## config.mk

```make
export PLATFORM = sky130hd
export DESIGN_NAME = bus_trace_buffer_flat
export DESIGN_NICKNAME = d
export VERILOG_FILES = /design/src/rtl/trace_pkg.sv /design/src/rtl/bus_trace_buffer_if.sv /design/src/rtl/trace_ram.sv /design/src/rtl/bus_trace_buffer.sv /design/src/flat_wrapper.sv
export SDC_FILE = /design/constraint.sdc
export NUM_CORES = 1
export LEC_CHECK = 0
export ABC_AREA = 1
export BUFFER_PORTS_ARGS = -buffer_cell sky130_fd_sc_hd__buf_2
export CORE_MARGIN = 3
export CORE_UTILIZATION = 35
export DETAILED_ROUTE_END_ITERATION = 8
export MAX_ROUTING_LAYER = met4
export PLACE_DENSITY = 0.49
export SYNTH_ARGS = -nofsm -noshare
export SYNTH_HDL_FRONTEND = slang
export SYNTH_SLANG_ARGS = --single-unit
```

## constraint.sdc

```tcl
create_clock -name clk8 -period 3.4 [get_ports clk8]
set_clock_uncertainty 0.05 [all_clocks]
set_input_delay 0.17 -clock clk8 [delete_from_list [all_inputs] [get_ports clk8]]
set_output_delay 0.17 -clock clk8 [all_outputs]
set_load 0.02 [all_outputs]
```

## src/rtl/trace_pkg.sv

```systemverilog
// Shared types for the bus trace buffer: entry layout, capture state, bus widths.
// The entry gains a timestamp field when TRACE_TIMESTAMP_EN is defined.
package trace_pkg;
   localparam int ADDR_W = 24;
   localparam int DATA_W = 16;
`ifdef TRACE_TIMESTAMP_EN
   localparam int TS_W = 16;
`endif

   typedef enum logic [1:0] {ARMED, POST, FROZEN} trace_state_t;

   typedef struct packed {
      logic [ADDR_W-1:0] addr;
      logic [DATA_W-1:0] data;
      logic              rw;
      logic              uds;
      logic              lds;
`ifdef TRACE_TIMESTAMP_EN
      logic [TS_W-1:0]   ts;
`endif
   } trace_entry_t;
endpackage

```

## src/rtl/bus_trace_buffer_if.sv

```systemverilog
// CPU bus observation and trace read-back signals; master drives the bus side, slave is the trace buffer.
interface bus_trace_buffer_if #(parameter int DEPTH_LOG2 = 4);
   import trace_pkg::*;

   logic                  videoBusControl;
   logic                  _dtackIn;
   logic [ADDR_W-1:0]     cpuAddr;
   logic                  _cpuRW;
   logic                  _cpuUDS;
   logic                  _cpuLDS;
   logic [DATA_W-1:0]     dataControllerDataOut;
   logic [DATA_W-1:0]     cpuDataOut;
   logic                  freeze;
   logic                  clear;
   logic                  trigEnable;
   logic [ADDR_W-1:0]     trigAddr;
   logic [DEPTH_LOG2-1:0] rdIndex;

   logic [ADDR_W-1:0]     rdAddr;
   logic [DATA_W-1:0]     rdData;
   logic                  rdRW;
   logic                  rdUDS;
   logic                  rdLDS;
   logic [15:0]           rdTimestamp;
   logic                  rdValid;
   logic [DEPTH_LOG2:0]   entryCount;
   logic                  triggered;
   logic                  frozen;

   modport master (
      output videoBusControl, _dtackIn, cpuAddr, _cpuRW, _cpuUDS, _cpuLDS,
             dataControllerDataOut, cpuDataOut, freeze, clear, trigEnable, trigAddr, rdIndex,
      input  rdAddr, rdData, rdRW, rdUDS, rdLDS, rdTimestamp, rdValid, entryCount, triggered, frozen
   );

   modport slave (
      input  videoBusControl, _dtackIn, cpuAddr, _cpuRW, _cpuUDS, _cpuLDS,
             dataControllerDataOut, cpuDataOut, freeze, clear, trigEnable, trigAddr, rdIndex,
      output rdAddr, rdData, rdRW, rdUDS, rdLDS, rdTimestamp, rdValid, entryCount, triggered, frozen
   );
endinterface

```

## src/rtl/trace_ram.sv

```systemverilog
// Simple dual-port RAM: one write port, one registered read port (1 clock, read-before-write).
// No flow control; the read port returns the pre-write contents on a same-address same-edge access.
module trace_ram #(
   parameter int DEPTH_LOG2 = 4,
   parameter int WIDTH      = 8
) (
   input  logic                  clk,
   input  logic                  we_i,
   input  logic [DEPTH_LOG2-1:0] waddr_i,
   input  logic [WIDTH-1:0]      wdata_i,
   input  logic [DEPTH_LOG2-1:0] raddr_i,
   output logic [WIDTH-1:0]      rdata_o
);
   logic [WIDTH-1:0] mem [1 << DEPTH_LOG2];

   always_ff @(posedge clk) begin
      if (we_i) mem[waddr_i] <= wdata_i;
      rdata_o <= mem[raddr_i];
   end
endmodule

```

## src/rtl/bus_trace_buffer.sv

```systemverilog
// Circular history of completed 68000 bus cycles with address trigger and post-trigger freeze; reads have 1 clock latency.
// Captures cannot be stalled: cycles seen while frozen, cleared or video-owned are dropped. TRACE_TIMESTAMP_EN adds a 16-bit stamp.
module bus_trace_buffer
   import trace_pkg::*;
#(
   parameter int DEPTH_LOG2   = 4,
   parameter int POST_TRIGGER = 8
) (
   input logic                clk8,
   input logic                _reset,
   bus_trace_buffer_if.slave  bus
);
   localparam int DEPTH = 1 << DEPTH_LOG2;
   localparam int PC_W  = $clog2(POST_TRIGGER + 2);
   localparam int EW    = $bits(trace_entry_t);

   logic                  cycle_done, capture_ev, wr_en, trig_hit;
   logic [DEPTH_LOG2-1:0] head_q, raddr;
   logic [DEPTH_LOG2:0]   count_q;
   logic [PC_W-1:0]       post_q;
   logic                  triggered_q, rearm_q, rd_valid_q;
   trace_state_t          state_q;
   trace_entry_t          wr_entry, rd_entry;
   logic [EW-1:0]         rd_raw;

   assign cycle_done = !bus.videoBusControl && !bus._dtackIn && (!bus._cpuUDS || !bus._cpuLDS);
   assign capture_ev = cycle_done && rearm_q;
   assign wr_en      = capture_ev && !bus.clear && !bus.freeze && (state_q != FROZEN);
   assign trig_hit   = bus.trigEnable && (bus.cpuAddr == bus.trigAddr);
   assign raddr      = head_q - DEPTH_LOG2'(1) - bus.rdIndex;

`ifdef TRACE_TIMESTAMP_EN
   logic [TS_W-1:0] ts_q;

   always_ff @(posedge clk8 or negedge _reset) begin
      if (!_reset) ts_q <= '0;
      else         ts_q <= ts_q + TS_W'(1);
   end
`endif

   always_comb begin
      wr_entry      = '0;
      wr_entry.addr = bus.cpuAddr;
      wr_entry.data = bus._cpuRW ? bus.dataControllerDataOut : bus.cpuDataOut;
      wr_entry.rw   = bus._cpuRW;
      wr_entry.uds  = bus._cpuUDS;
      wr_entry.lds  = bus._cpuLDS;
`ifdef TRACE_TIMESTAMP_EN
      wr_entry.ts   = ts_q;
`endif
   end

   // The re-arm flag is consumed by any completed cycle, even one that is then dropped.
   always_ff @(posedge clk8 or negedge _reset) begin
      if (!_reset) begin
         head_q      <= '0;
         count_q     <= '0;
         post_q      <= '0;
         triggered_q <= 1'b0;
         rearm_q     <= 1'b1;
         rd_valid_q  <= 1'b0;
         state_q     <= ARMED;
      end else begin
         rd_valid_q <= ({1'b0, bus.rdIndex} < count_q);
         if (bus._cpuUDS && bus._cpuLDS) rearm_q <= 1'b1;
         else if (capture_ev)            rearm_q <= 1'b0;

         if (bus.clear) begin
            head_q      <= '0;
            count_q     <= '0;
            post_q      <= '0;
            triggered_q <= 1'b0;
            state_q     <= ARMED;
         end else if (wr_en) begin
            head_q <= head_q + DEPTH_LOG2'(1);
            if (count_q != (DEPTH_LOG2+1)'(DEPTH)) count_q <= count_q + (DEPTH_LOG2+1)'(1);
            case (state_q)
               ARMED: if (trig_hit) begin
                  triggered_q <= 1'b1;
                  post_q      <= PC_W'(POST_TRIGGER);
                  state_q     <= (POST_TRIGGER == 0) ? FROZEN : POST;
               end
               POST: begin
                  post_q <= post_q - PC_W'(1);
                  if (post_q == PC_W'(1)) state_q <= FROZEN;
               end
               default: ;
            endcase
         end
      end
   end

   trace_ram #(.DEPTH_LOG2(DEPTH_LOG2), .WIDTH(EW)) u_ram (
      .clk     (clk8),
      .we_i    (wr_en),
      .waddr_i (head_q),
      .wdata_i (wr_entry),
      .raddr_i (raddr),
      .rdata_o (rd_raw)
   );

   assign rd_entry       = trace_entry_t'(rd_raw);
   assign bus.rdValid    = rd_valid_q;
   assign bus.rdAddr     = rd_valid_q ? rd_entry.addr : '0;
   assign bus.rdData     = rd_valid_q ? rd_entry.data : '0;
   assign bus.rdRW       = rd_valid_q && rd_entry.rw;
   assign bus.rdUDS      = rd_valid_q && rd_entry.uds;
   assign bus.rdLDS      = rd_valid_q && rd_entry.lds;
`ifdef TRACE_TIMESTAMP_EN
   assign bus.rdTimestamp = rd_valid_q ? rd_entry.ts : '0;
`else
   assign bus.rdTimestamp = '0;
`endif
   assign bus.entryCount = count_q;
   assign bus.triggered  = triggered_q;
   assign bus.frozen     = (state_q == FROZEN);
endmodule

```

## src/flat_wrapper.sv

```systemverilog
// flat-port wrapper written by rule: the top's interface ports become plain ports
module bus_trace_buffer_flat import trace_pkg::*;
#(
   parameter int DEPTH_LOG2   = 4,
   parameter int POST_TRIGGER = 8
)
  (clk8, _reset, bus_videoBusControl, bus__dtackIn, bus_cpuAddr, bus__cpuRW, bus__cpuUDS, bus__cpuLDS, bus_dataControllerDataOut, bus_cpuDataOut, bus_freeze, bus_clear, bus_trigEnable, bus_trigAddr, bus_rdIndex, bus_rdAddr, bus_rdData, bus_rdRW, bus_rdUDS, bus_rdLDS, bus_rdTimestamp, bus_rdValid, bus_entryCount, bus_triggered, bus_frozen);
  bus_trace_buffer_if #(.DEPTH_LOG2(DEPTH_LOG2)) bus_i ();
  input logic clk8;
  input logic _reset;
  input wire logic [$bits(bus_i.videoBusControl)-1:0] bus_videoBusControl;
  input wire logic [$bits(bus_i._dtackIn)-1:0] bus__dtackIn;
  input wire logic [$bits(bus_i.cpuAddr)-1:0] bus_cpuAddr;
  input wire logic [$bits(bus_i._cpuRW)-1:0] bus__cpuRW;
  input wire logic [$bits(bus_i._cpuUDS)-1:0] bus__cpuUDS;
  input wire logic [$bits(bus_i._cpuLDS)-1:0] bus__cpuLDS;
  input wire logic [$bits(bus_i.dataControllerDataOut)-1:0] bus_dataControllerDataOut;
  input wire logic [$bits(bus_i.cpuDataOut)-1:0] bus_cpuDataOut;
  input wire logic [$bits(bus_i.freeze)-1:0] bus_freeze;
  input wire logic [$bits(bus_i.clear)-1:0] bus_clear;
  input wire logic [$bits(bus_i.trigEnable)-1:0] bus_trigEnable;
  input wire logic [$bits(bus_i.trigAddr)-1:0] bus_trigAddr;
  input wire logic [$bits(bus_i.rdIndex)-1:0] bus_rdIndex;
  output wire logic [$bits(bus_i.rdAddr)-1:0] bus_rdAddr;
  output wire logic [$bits(bus_i.rdData)-1:0] bus_rdData;
  output wire logic [$bits(bus_i.rdRW)-1:0] bus_rdRW;
  output wire logic [$bits(bus_i.rdUDS)-1:0] bus_rdUDS;
  output wire logic [$bits(bus_i.rdLDS)-1:0] bus_rdLDS;
  output wire logic [$bits(bus_i.rdTimestamp)-1:0] bus_rdTimestamp;
  output wire logic [$bits(bus_i.rdValid)-1:0] bus_rdValid;
  output wire logic [$bits(bus_i.entryCount)-1:0] bus_entryCount;
  output wire logic [$bits(bus_i.triggered)-1:0] bus_triggered;
  output wire logic [$bits(bus_i.frozen)-1:0] bus_frozen;
  assign bus_i.videoBusControl = bus_videoBusControl;
  assign bus_i._dtackIn = bus__dtackIn;
  assign bus_i.cpuAddr = bus_cpuAddr;
  assign bus_i._cpuRW = bus__cpuRW;
  assign bus_i._cpuUDS = bus__cpuUDS;
  assign bus_i._cpuLDS = bus__cpuLDS;
  assign bus_i.dataControllerDataOut = bus_dataControllerDataOut;
  assign bus_i.cpuDataOut = bus_cpuDataOut;
  assign bus_i.freeze = bus_freeze;
  assign bus_i.clear = bus_clear;
  assign bus_i.trigEnable = bus_trigEnable;
  assign bus_i.trigAddr = bus_trigAddr;
  assign bus_i.rdIndex = bus_rdIndex;
  assign bus_rdAddr = bus_i.rdAddr;
  assign bus_rdData = bus_i.rdData;
  assign bus_rdRW = bus_i.rdRW;
  assign bus_rdUDS = bus_i.rdUDS;
  assign bus_rdLDS = bus_i.rdLDS;
  assign bus_rdTimestamp = bus_i.rdTimestamp;
  assign bus_rdValid = bus_i.rdValid;
  assign bus_entryCount = bus_i.entryCount;
  assign bus_triggered = bus_i.triggered;
  assign bus_frozen = bus_i.frozen;
  bus_trace_buffer #(.DEPTH_LOG2(DEPTH_LOG2), .POST_TRIGGER(POST_TRIGGER)) u_core (.clk8(clk8), ._reset(_reset), .bus(bus_i));
endmodule
```

======== Word-level counts from Yosys, hierarchy flattened ========
Memories as Yosys holds them, arrays and structs flattened. A register that Yosys moved wholly into a read port is not among the register bits.
Cells that the tools add are included.
storage, ports and cells
  output and inout port bits .............. 67
  memories kept ........................... 1
  register bits ........................... 18
  bits in writable memories ............... 688
cells by class
  add/sub/neg operators ................... 5
  muxes and demuxes ....................... 25
  reductions and logical operators ........ 29
  $lt $le $gt $ge ......................... 1
  equality and inequality tests ........... 8
memories
  memory            words  width  read ports  clocked after memory_dff  write ports  RTL line         source
  u_core.u_ram.mem  16     43     1           1                         1            trace_ram.sv:14  logic [WIDTH-1:0] mem [1 << DEPTH_LOG2];
operator list
  kind                 number
  $mux 16              2
  $eq 24x24->1         1
  $mux 24              1
  $mux 4               5
  $mux 5               3
  $logic_and 1x1->1    11
  $reduce_bool 2->1    5
  $mux 1               8
  $mux 2               4
  $pmux 4 s2           1
  $sub 4x1->4 const B  2
  $logic_not 1->1      6
  $ne 3x2->1 const B   2
  $reduce_and 3->1     2
  $add 5x1->5 const B  1
  $lt 4x5->1           1
  $ne 5x5->1 const B   1
  $add 4x1->4 const B  1
  $eq 4x1->1 const B   1
  $pmux 2 s2           1
  $reduce_and 4->1     1
  $sub 4x4->4          1
  $reduce_bool 3->1    1
  $eq 2x1->1 const B   1
  5 further kinds      5

======== Depth between registers and ports, before layout ========
  depth after elaboration ................. 9
  gate-level depth with buffers ........... 11
  depth with buffers taken out ............ 11

======== Hierarchy ========
Synthesis repeated with hierarchy kept, for this count alone.
second synthesis, totals
  cell total of the unflattened synthesis .. 3204
  area total of the unflattened synthesis .. 32493.7 sq um
by module, submodules not included
  module            times used  area each (sq um)  cells each  sequential area each (sq um)
  trace_ram         1           30261.5            2838        21520.6
  bus_trace_buffer  1           2232.1             366         451.7

======== Worst setup path before layout ========
OpenSTA, ideal clock, no wires.
  kind .................................... register to register
  from .................................... register u_core.rearm_q
  to ...................................... memory u_core.u_ram.mem[11][0] (netlist bit), enable pin
  path slack .............................. 17 ps
  stages on the path, launching flop included .. 9
  arrival ................................. 2890 ps
  data required time ...................... 2907 ps
  buffers on the path ..................... 0
  period minus slack after synthesis ...... 3383 ps
  library setup time ...................... 443 ps
  path through ............................ dfstp_2 > inv_1 > nor2_1 > nand2_1 > nor2_1 > nand2_2 > inv_2 > nand2_1 > nor2_1
between the ends
  longest elaborated chain between the ends .. 6
ends and longest elaborated chain
  element                          RTL line                source
  start: declaration               bus_trace_buffer.sv:21  logic triggered_q, rearm_q, rd_valid_q;
  start signal: assignment         bus_trace_buffer.sv:60  rearm_q <= 1'b1;
  start signal: assignment         bus_trace_buffer.sv:65  if (bus._cpuUDS && bus._cpuLDS) rearm_q <= 1'b1;
  start signal: assignment         bus_trace_buffer.sv:66  else if (capture_ev) rearm_q <= 1'b0;
  $logic_and 1x1->1                bus_trace_buffer.sv:27  assign capture_ev = cycle_done && rearm_q;
  $logic_and 1x1->1 (3 in series)  bus_trace_buffer.sv:28  assign wr_en = capture_ev && !bus.clear && !bus.freeze && (state_q != FROZEN);
  $mux 1                           trace_ram.sv:17         if (we_i) mem[waddr_i] <= wdata_i;
  $mux 1 (not written as such)     trace_ram.sv:17
  end: declaration                 trace_ram.sv:14
Every way passes these cells.

======== Final worst setup path ========
  from .................................... register u_core.head_q[0]
  to ...................................... register u_core.u_ram.rdata_o[1] (read register of u_core.u_ram.mem)
between the ends
  longest elaborated chain between the ends .. 2
ends and longest elaborated chain
  element                   RTL line                source
  start: declaration        bus_trace_buffer.sv:18  logic [DEPTH_LOG2-1:0] head_q, raddr;
  start signal: assignment  bus_trace_buffer.sv:75  head_q <= head_q + DEPTH_LOG2'(1);
  $sub 4x1->4               bus_trace_buffer.sv:30  assign raddr = head_q - DEPTH_LOG2'(1) - bus.rdIndex;
  $sub 4x4->4               bus_trace_buffer.sv:30
  end: declaration          trace_ram.sv:12         output logic [WIDTH-1:0] rdata_o
Every way passes these cells.
A chain may end at the register's enable or synchronous reset.

==> results.sh <==
export IMPL_drtAntennaViolNets=0
export IMPL_holdPathStages=6
export IMPL_power_switching_mw=4.58
export IMPL_synth_edff_count=688
export IMPL_nets=2538
export IMPL_fmax_ghz=0.367
export IMPL_grt_pass1_wl_mm=117
export IMPL_worstPathArrival_ns=3.16
export IMPL_hold_viol=0
export IMPL_dp_final_hpwl_mm=41.5
export IMPL_synthCells=2235
export IMPL_diodes=0
export IMPL_cts_reportedPaths_clkPinSlew_ns=0.06
export IMPL_status="finished, final reports clean"
export IMPL_critPathKind="register to register"
export IMPL_num_rows=108
export IMPL_use_met3=0.0225
export IMPL_postCtsSetupBuffers=0
export IMPL_wl_mm=79.5
export IMPL_grt_ovfl_total=0
export IMPL_timing_slew_headroom=0.439
export IMPL_drive_gt1_frac=0.177
export IMPL_clkPwrFrac=0.422
export IMPL_critical_path_slowest_cell="fa_4"
export IMPL_peakVddDrop_v=0.000340
export IMPL_cp_required_ns=3.83
export IMPL_synth_distinct_cells=40
export IMPL_drtPass1Iterations=5
export IMPL_routed_via_density=4.98
export IMPL_p_comb_frac=0.078
export IMPL_cts_resized_gates=0
export IMPL_final_common_cell="edfxtp_1"
export IMPL_start_util=0.355
export IMPL_area_growth_pct=17.1
export IMPL_htree_levels=3
export IMPL_hold_class="input pin to register"
export IMPL_crit_chain="ha_4 > fa_4 > buf_4 > a21oi_1 > o21ai_0 > o211ai_1 > nand2_1 > o21ai_1"
export IMPL_grt_util_met2=0.281
export IMPL_grt_total_usage=0.177
export IMPL_tightest_slew_ns=0.838
export IMPL_p_leak_nw=13.5
export IMPL_cts_buffers=80
export IMPL_slew_viol_final=0
export IMPL_post_route_period_util=0.802
export IMPL_die_area_sq_um=92100
export IMPL_finalCriticalPeriod_ns=2.73
export IMPL_cts_root_buf="clkbuf_16"
export IMPL_ff2ff_path_depth=8
export IMPL_seqPwrFrac=0.500
export IMPL_switching_share=0.224
export IMPL_synth_area_sq_um=31000
export IMPL_synth_seq_area_share=0.709
export IMPL_die_x_microns=303
export IMPL_clock_latency_ns=0.62
export IMPL_place_gp_congestion=0.751
export IMPL_wl_per_cell_microns=21.8
export IMPL_drtIter0Drc=1207
export IMPL_ys_ff_latch=749
export IMPL_p_int_mw=15.8
export IMPL_ys_flop_type="edfxtp_1"
export IMPL_via_count=18200
export IMPL_setup_viol=0
export IMPL_busiest_layer="met2"
export IMPL_yosysWarnings=0
export IMPL_drc=0
export IMPL_grt_setup_unrepaired="no"
export IMPL_grt_use_met1=0.242
export IMPL_finalCoreUtilization=0.415
export IMPL_cts_tree="done"
export IMPL_cts_path_max_buffers=3
export IMPL_power_density_nw_per_um2=563
export IMPL_die_h_microns=303
export IMPL_cp_max_fo=47
export IMPL_tns_ns=0
export IMPL_worst_setup_path_start_kind="register"
export IMPL_portBuffers=144
export IMPL_mostFrequentLayoutCells="edfxtp_1, inv_1, a21oi_1"
export IMPL_grt_pass1_vias=18000
export IMPL_core_sq_um=87300
export IMPL_syn_avg_cell_area_sq_um=13.9
export IMPL_fillCellCount=8073
export IMPL_antenna_found_initial=1
export IMPL_max_stage_delay_ns=0.83
export IMPL_num_io_pins=161
export IMPL_grt_max_degree=97
export IMPL_cts_sinks=749
export IMPL_worst_setup_path_end_kind="register"
export IMPL_synthArstFlopShare=0.0240
export IMPL_maxCapViolCount=0
## what timing repair did
| item | CTS | global route |
|---|---|---|
| hold buffers | 35 | 0 |
| endpoints found under the setup margin | 0 | 0 |
| endpoints found under the hold margin | 447 | 0 |
## worst paths after layout
kind / startpoint / end / slack (ns)
min in group asynchronous: _reset / u_core.rearm_q$_DFFE_PN1P_ / 0.56
worst max-delay path: u_core.head_q[0]$_DFFE_PN0P_ / u_core.u_ram.rdata_o[1]$_DFF_P_ / 0.67
worst max register to register: u_core.head_q[0]$_DFFE_PN0P_ / u_core.u_ram.rdata_o[1]$_DFF_P_ / 0.67
max in group asynchronous: _reset / u_core.bus.rdValid$_DFF_PN0_ / 1.44
worst min-delay path: bus_trigAddr[14] / u_core.state_q[0]$_DFFE_PN0P_ / 0.04
worst min register to register: u_core.rearm_q$_DFFE_PN1P_ / u_core.rearm_q$_DFFE_PN1P_ / 0.45
## power by group through the flow
| stage | Combinational, mW | Sequential [mW] | Clock (mW) |
|---|---|---|---|
| after floorplan | 1.05 | 10.4 | 0 |
| after global placement | 1.57 | 10.4 | 0 |
| after global routing | 1.77 | 10.2 | 9.23 |
| after detailed placement | 1.59 | 10.4 | 0 |
| final | 1.59 | 10.2 | 8.61 |
| after CTS | 1.62 | 10.2 | 8.85 |
## state kept, by name, summed over array words and instances (netlist names)
| signal | count |
|---|---|
| u_core.bus.triggered | 1 |
| u_core.post_q | 4 |
| u_core.bus.entryCount | 5 |
| u_core.rearm_q | 1 |
| u_core.bus.rdValid | 1 |
| u_core.state_q | 2 |
| u_core.head_q | 4 |
| u_core.u_ram.mem | 688 |
| u_core.u_ram.rdata_o | 43 |
## final cells by class
cell class	count	area, sq um	share of cell area
Multi-Input combinational cell	1090	7280	0.201
Clock inverter	29	250	0.00690
Inverter	266	1010	0.0278
Clock buffer	121	2370	0.0654
Tap cell	1155	1450	0.0399
Sequential cell	749	22000	0.606
Timing Repair Buffer	242	1930	0.0533
## Yosys cell counts, types with 8 or more instances
cell,number,area [sq um]
o21ai_0,131,656
a21oi_1,180,901
inv_1,262,983
ha_1,14,175
buf_2,41,205
dfrtp_1,17,425
buf_8,8,120
edfxtp_1,688,20700
nand3_1,16,80.1
o211ai_1,172,1290
mux2i_1,172,1720
o21ai_2,38,333
dfxtp_1,43,861
buf_6,13,146
clkbuf_1,53,199
buf_4,20,150
o21ai_1,62,310
mux2_2,16,180
nand2_1,156,586
nor2_1,46,173
nand4_1,8,50.1
nand3_2,37,370
## metal layers
metal	wire length, microns	part of all wire
met1	36900	0.46
met2	37500	0.47
met3	3700	0.047
met4	1350	0.017
met5	0	0
## kinds of logic (layout without fill, tap and decap cells)
family          count (synthesis)  in the layout  share of synthesized area
xor+xnor                       11             11                    0.00359
fa+ha+maj                      15             15                    0.00630
simple gates                  268            268                     0.0417
other cells                     1             16                   0.000121
mux                           188            188                     0.0614
flops                         749            749                      0.709
compound gates                592            592                      0.115
buf+inv                       411            658                     0.0627
## worst max-delay path: cells and delay by family, from the launching register on
| family | cells | cell delay, ns |
|---|---|---|
| adder cells (fa/ha/maj) | 2 | 1.03 |
| buffers and inverters | 1 | 0.56 |
| flip-flops | 1 | 0.45 |
| AO/OA/AOI/OAI | 4 | 0.37 |
| AND/OR/NAND/NOR | 1 | 0.09 |
## per-stage QoR
stage	hold WS, ns	setup slack [ns]	cell area, sq um	std cells	total power [mW]
floorplan	-0.176	0.0167	31000	2250	11.4
global placement	0.0933	0.725	33300	3467	12.0
detailed placement	0.0982	0.688	33300	3467	12.0
CTS	0.00321	0.673	36300	3652	20.7
global route	0.0799	0.537	36300	3652	21.2
finish	0.0362	0.673	36300	3652	20.4
Power figures use the tool's default switching activity.
